==> src/rtl/arb_mux2_rtl_pkg.sv <==
// Shared definitions for the two-input arbitrated message mux.
// Holds the default message width, the source-index type and a grant decoding helper.
package arb_mux2_rtl_pkg;

  localparam int unsigned NBITS_DEFAULT = 4;

  typedef logic src_t;

  localparam src_t SRC_IN0 = 1'b0;
  localparam src_t SRC_IN1 = 1'b1;

  // A one-hot grant maps to its source index through its upper bit.
  function automatic src_t grant_to_src(input logic [1:0] gnt);
    return gnt[1] ? SRC_IN1 : SRC_IN0;
  endfunction

endpackage

==> src/rtl/arb_rr2.sv <==
// Two-requester round-robin arbiter with a one-bit priority pointer.
// When the update enable is high and a grant is issued, priority moves to the other requester.
module arb_rr2
  import arb_mux2_rtl_pkg::*;
(
  input  logic       clk,
  input  logic       reset,
  input  logic [1:0] req_i,
  input  logic       en_i,
  output logic [1:0] gnt_o
);

  logic prio_q;
  logic prio_d;

  always_comb begin
    gnt_o = 2'b00;
    case (req_i)
      2'b01:   gnt_o = 2'b01;
      2'b10:   gnt_o = 2'b10;
      2'b11:   gnt_o = prio_q ? 2'b10 : 2'b01;
      default: gnt_o = 2'b00;
    endcase
  end

  // Winning requester 0 hands priority to requester 1, and vice versa.
  always_comb begin
    prio_d = prio_q;
    if (en_i && (gnt_o != 2'b00)) begin
      prio_d = gnt_o[0];
    end
  end

  always_ff @(posedge clk) begin
    if (reset) begin
      prio_q <= 1'b0;
    end else begin
      prio_q <= prio_d;
    end
  end

endmodule

==> src/rtl/arb_mux2_rtl.sv <==
// Merges two valid/ready message streams into one through a registered one-entry buffer.
// Round-robin arbitration between the inputs; the buffer may drain and refill in the same cycle.
module arb_mux2_rtl
  import arb_mux2_rtl_pkg::*;
#(
  parameter int unsigned nbits = NBITS_DEFAULT
) (
  input  logic             clk,
  input  logic             reset,
  input  logic             in0_val,
  output logic             in0_rdy,
  input  logic [nbits-1:0] in0_msg,
  input  logic             in1_val,
  output logic             in1_rdy,
  input  logic [nbits-1:0] in1_msg,
  output logic             out_val,
  input  logic             out_rdy,
  output logic [nbits-1:0] out_msg,
  output src_t             out_src
);

  logic             out_val_q, out_val_d;
  logic [nbits-1:0] out_msg_q, out_msg_d;
  src_t             out_src_q, out_src_d;

  logic             space;
  logic [1:0]       gnt;
  logic             xfer;
  logic [nbits-1:0] sel_msg;

  // Readiness is withheld while reset is high so nothing is accepted then.
  assign space = ~reset & (~out_val_q | out_rdy);

  arb_rr2 u_arb (
    .clk   (clk),
    .reset (reset),
    .req_i ({in1_val, in0_val}),
    .en_i  (space),
    .gnt_o (gnt)
  );

  assign in0_rdy = space & gnt[0];
  assign in1_rdy = space & gnt[1];
  assign xfer    = space & (gnt != 2'b00);
  assign sel_msg = gnt[1] ? in1_msg : in0_msg;

  always_comb begin
    out_val_d = out_val_q;
    out_msg_d = out_msg_q;
    out_src_d = out_src_q;
    if (xfer) begin
      out_val_d = 1'b1;
      out_msg_d = sel_msg;
      out_src_d = grant_to_src(gnt);
    end else if (out_rdy) begin
      out_val_d = 1'b0;
    end
  end

  always_ff @(posedge clk) begin
    if (reset) begin
      out_val_q <= 1'b0;
      out_msg_q <= '0;
      out_src_q <= SRC_IN0;
    end else begin
      out_val_q <= out_val_d;
      out_msg_q <= out_msg_d;
      out_src_q <= out_src_d;
    end
  end

  assign out_val = out_val_q;
  assign out_msg = out_msg_q;
  assign out_src = out_src_q;

endmodule

==> config.mk <==
export PLATFORM = sky130hd
export DESIGN_NAME = arb_mux2_rtl
export DESIGN_NICKNAME = d
export VERILOG_FILES = /design/src/rtl/arb_mux2_rtl_pkg.sv /design/src/rtl/arb_rr2.sv /design/src/rtl/arb_mux2_rtl.sv
export SDC_FILE = /design/constraint.sdc
export NUM_CORES = 1
export LEC_CHECK = 0
export ABC_AREA = 1
export CAP_MARGIN = 5
export CORE_AREA = 2 2 39 41
export CTS_CLUSTER_DIAMETER = 150
export DETAILED_ROUTE_END_ITERATION = 6
export DIE_AREA = 0 0 41 43
export HOLD_SLACK_MARGIN = 0.05
export MAX_ROUTING_LAYER = met4
export PLACE_DENSITY = 0.62
export SLEW_MARGIN = 20
export SYNTH_ARGS = -nofsm -noshare
export SYNTH_HDL_FRONTEND = slang
export SYNTH_HIERARCHICAL = 1
export SYNTH_SLANG_ARGS = --single-unit
==> constraint.sdc <==
create_clock -name clk -period 1.3 [get_ports clk]
set_input_delay 0.39 -clock clk [delete_from_list [all_inputs] [get_ports clk]]
set_output_delay 0.39 -clock clk [all_outputs]
set_load 0.01 [all_outputs]
Yosys cells after proc, flatten, opt, wreduce, memory -nomap -nowiden --
Cells that the tools add are included.
Operators by class: $add $sub $neg 0, multiply operators 0, div/mod/pow operators 0, order comparisons 0, equality and inequality tests 3, shift operators 0, mux-type cells 6, bitwise gates (word level) 7, reductions and logical operators 3
Operators with widths (count):
- one-hot mux 2 bit (3 select lines) | 1
- bitwise AND 1 bit | 4
- == test 2 bit (second input constant) | 2
- 2-to-1 mux 4 bit | 1
- nonzero test 2 bit | 2
- 2-to-1 mux 1 bit | 3
- == test 2 x 1 -> 1 bit (second input constant) | 1
- 2-to-1 mux 2 bit | 1
- NOT 1 bit | 2
- logical AND 1 bit | 1
- bitwise OR 1 bit | 1
Storage, ports and cells: bits in registers 7, latch bits 0, bits in writable memories 0, ROM bits 0, input port bits 13, memories kept 0

Depth between registers and ports, before layout --
depth in word-level cells 5, gate-level depth with buffers 8, gate-level depth less buffers 8

Hierarchy --
Netlist, hierarchy kept.
Modules (own cells, without submodules):
- arb_mux2_rtl | instances 1, cells each 53, area each 321.6 um^2
- arb_rr2 | instances 1, cells each 8, area each 60.1 um^2

Worst setup path after synthesis --
Ideal clock, no wire load.
path kind input port to output port, start in in1_val, end out in1_rdy, arrival 0.926 ns, required time 0.910 ns, setup slack -0.016 ns, stages on the path 3, path through a21boi_1 > nand2_1 > inv_1
On the way: cells in the longest elaborated chain, start to end 3
Ends and longest elaborated chain:
- from (decl) | line arb_mux2_rtl.sv:13 | input logic in1_val,
- == test 2 bit or == test 2 x 1 -> 1 bit (tied branches) | line arb_rr2.sv:18 | case (req_i)
- one-hot mux 2 bit (3 select lines) * | line arb_rr2.sv:18
- bitwise AND 1 bit * | line arb_mux2_rtl.sv:43 | assign in1_rdy = space & gnt[1];
- to (decl) | line arb_mux2_rtl.sv:14 | output logic in1_rdy,
Every way passes the cells marked *; elsewhere a longest branch is shown, timed or not.

Worst setup path after layout --
start in in1_val, end out in1_rdy
On the way: cells in the longest elaborated chain, start to end 3
Ends and longest elaborated chain:
- == test 2 bit or == test 2 x 1 -> 1 bit (tied branches) | line arb_rr2.sv:18
- one-hot mux 2 bit (3 select lines) * | line arb_rr2.sv:18
- via gnt[1] | line arb_mux2_rtl.sv:27 | logic [1:0] gnt;
- bitwise AND 1 bit * | line arb_mux2_rtl.sv:43
Mark *: on every way through the listed nets, which the timed path passes. The rest lies on a longest branch.

==> results <==
-- sequential cells by signal (all words and copies together) (netlist names) --
signal,cells
out_val,1
out_src,1
out_msg,4
u_arb/prio_q,1
-- worst max-delay path, delay by kind of cell --
| kind | cells | cell delay, ns |
|---|---|---|
| buffers and inverters | 3 | 0.39 |
| and+or+nand+nor | 1 | 0.07 |
| AOI/OAI and AO/OA | 1 | 0.21 |
-- cell type report --
type	count	area (sq um)
well taps	16	20.0
inverters	11	43.8
flip-flops and latches	7	143
fillers	141	661
repair buffers	31	256
clock buffers	4	26.3
multi-input cells	44	234
-- stage by stage --
step	cells	area [sq um]
5_1_grt	113	723
3_3_place_gp	105	666
2_1_floorplan	61	385
6_report	113	723
4_1_cts	112	724
3_5_place_dp	105	666
-- final timing paths --
kind                       end  cells after the start          from  slack (ns)
hold / removal    u_arb/prio_q                      3         reset        0.42
setup reg to reg    out_msg[3]                      9  u_arb/prio_q        0.10
setup / recovery       in1_rdy                      5       in1_val       -0.14
hold reg to reg        out_src                      2       out_src        0.47
-- metal layers --
layer | wire [um] | part of all wire | track usage
met1 | 449 | 0.41 | 0.157
met2 | 538 | 0.49 | 0.225
met3 | 77 | 0.070 | 0.0471
met4 | 36 | 0.033 | 0.180
met5 | 0 | 0 | -
-- power breakdown --
group          leakage (nW)  internal [W]  switching, W  total (W)
sequential           0.0586      0.000234    0.00000999   0.000244
clock                0.0150      0.000118     0.0000927   0.000211
combinational         0.327      0.000106     0.0000940   0.000200
-- cell families (layout without fill, tap and decap cells) --
family,after synthesis,after routing,share of synthesized area
AOI/OAI and AO/OA,5,5,0.0885
buffers and inverters,11,46,0.108
DFF,7,7,0.367
and+or+nand+nor,38,39,0.436
-- placed cells by master (no fill, tap or decap) --
cell type / Yosys / routed
nand2_1: 26 / 24
buf_4: 0 / 10
nor2_1: 8 / 8
clkdlybuf4s50_1: 0 / 8
inv_1: 9 / 6
dfxtp_1: 7 / 5
dlygate4sd2_1: 0 / 5
inv_2: 2 / 4
clkbuf_4: 0 / 3
buf_2: 0 / 3
a21oi_2: 1 / 2
nand2_2: 0 / 2
nand3_1: 2 / 2
clkbuf_2: 0 / 2
dfxtp_2: 0 / 2
buf_6: 0 / 2
inv_4: 0 / 1
nand2_4: 1 / 1
nand3_4: 1 / 1
a21oi_1: 2 / 1
clkbuf_1: 0 / 1
nand3_2: 0 / 1
clkdlybuf4s15_1: 0 / 1
a21boi_2: 0 / 1
a21boi_4: 0 / 1
-- timing repair --
| item | in CTS | in global routing |
|---|---|---|
| pin swaps | 3 | 2 |
| setup endpoints to repair | 13 | 7 |
| buffers inserted | 3 | 1 |
| gates resized for setup | 39 | 4 |
| cloned | 1 | 0 |
==> impl_metrics.json <==
{
  "drtIter0Drc": 7,
  "synthArstFlopShare": 0,
  "endpoint_kind": "output pin",
  "max_slew_margin": 0.871,
  "p_per_area_nw_per_um2": 906,
  "hold_viol_final": 0,
  "synthDominantCellAreaShare": 0.367,
  "hp-class": "in -> reg",
  "track_usage": 0.161,
  "cp_slowest_cell": "clkdlybuf4s15_1",
  "syn_area_sq_um": 382,
  "drv_slew": 0,
  "antenna_cells": 0,
  "cp_data_required_time_ns": 0.91,
  "total_power_w": 0.000655,
  "synth_edf_count": 0,
  "cts_buffers": 3,
  "setup_slack_ns": -0.145,
  "ant_nets": 0,
  "worst_pin_slew_ns": 0.193,
  "coreArea_sq_um": 1380,
  "period_needed_ns": 1.44,
  "synth.most_common_cell": "nand2_1",
  "synth_common_cells": "nand2_1 (26), inv_1 (9), nor2_1 (8), dfxtp_1 (7)",
  "routabilityCongestion": 0.693,
  "cts_max_level": 1,
  "avgRoutedWirePerCell_um": 9.74,
  "layout.nets": 111,
  "cp.arrival_ns": 1.05,
  "yosys_warnings": 6,
  "hpwl_um": 741,
  "ys_seq_area_frac": 0.367,
  "grt_pass1_vias": 430,
  "cts_sinks": 7,
  "grt_overflow_total": 0,
  "finalHoldWorstSlack_ns": 0.420,
  "clockBufferDepth": 2,
  "p_leak_nw": 0.401,
  "io_buffers": 20,
  "finalWirelength_mm": 1.10,
  "cts-root-buf": "clkbuf_4",
  "dieArea_sq_um": 1760,
  "drc": 0,
  "final_util": 0.523,
  "fin_setup_tns_ns": -0.266,
  "yosys-top-cells-area": "dfxtp_1 (37%), nand2_1 (26%), inv_1 (8.9%), nor2_1 (7.9%), nand3_4 (4.6%)",
  "crit_path_start_kind": "input port",
  "finClkSkew_ns": 0.00732,
  "cp_slowest_stage_delay_ns": 0.22,
  "synth_area_leader_cell": "dfxtp_1",
  "die_h_um": 43,
  "status": "finished, violations left",
  "io_pins": 21,
  "failed_checks": "setup timing",
  "cts_tree": "built",
  "avgSynthCellArea_sq_um": 6.26,
  "vias": 485,
  "grt_pass1_wl_mm": 1.73,
  "setup_viol": 2,
  "clk_pin_slew_worst_paths_ns": 0.06,
  "irDropWorstVdd_v": 0.000365,
  "pre_cts_ws_ns": -0.910,
  "synthToLayoutAreaGrowth_pct": 89.5,
  "synth_ff_type": "dfxtp_1",
  "die_w_um": 41,
  "post-route-period-util": 1.11,
  "row_count": 14,
  "first_pass_iters": 5,
  "cts_hold_buffers": 0,
  "vias_per_cell": 4.29,
  "syn-num-nets": 74,
  "rsz0062_at_grt": "yes",
  "cap_violations": 0,
  "start_util": 0.276,
  "final_layout_size_suffix_gt1_frac": 0.371,
  "clk_latency_ns": 0.26,
  "grt_max_degree": 6,
  "antenna_found_initial": 0,
  "fmax_ghz": 0.692,
  "synthDistinctLibCells": 12,
  "path_class": "in -> out",
  "critPathMaxFanout": 3,
  "synth-seq-cells": 7,
  "syn-instance-count": 61,
  "path_cells": "clkdlybuf4s15_1, a21boi_4, nand2_2, inv_1, buf_2"
}
No activity file was read; power rests on OpenSTA's default activity.
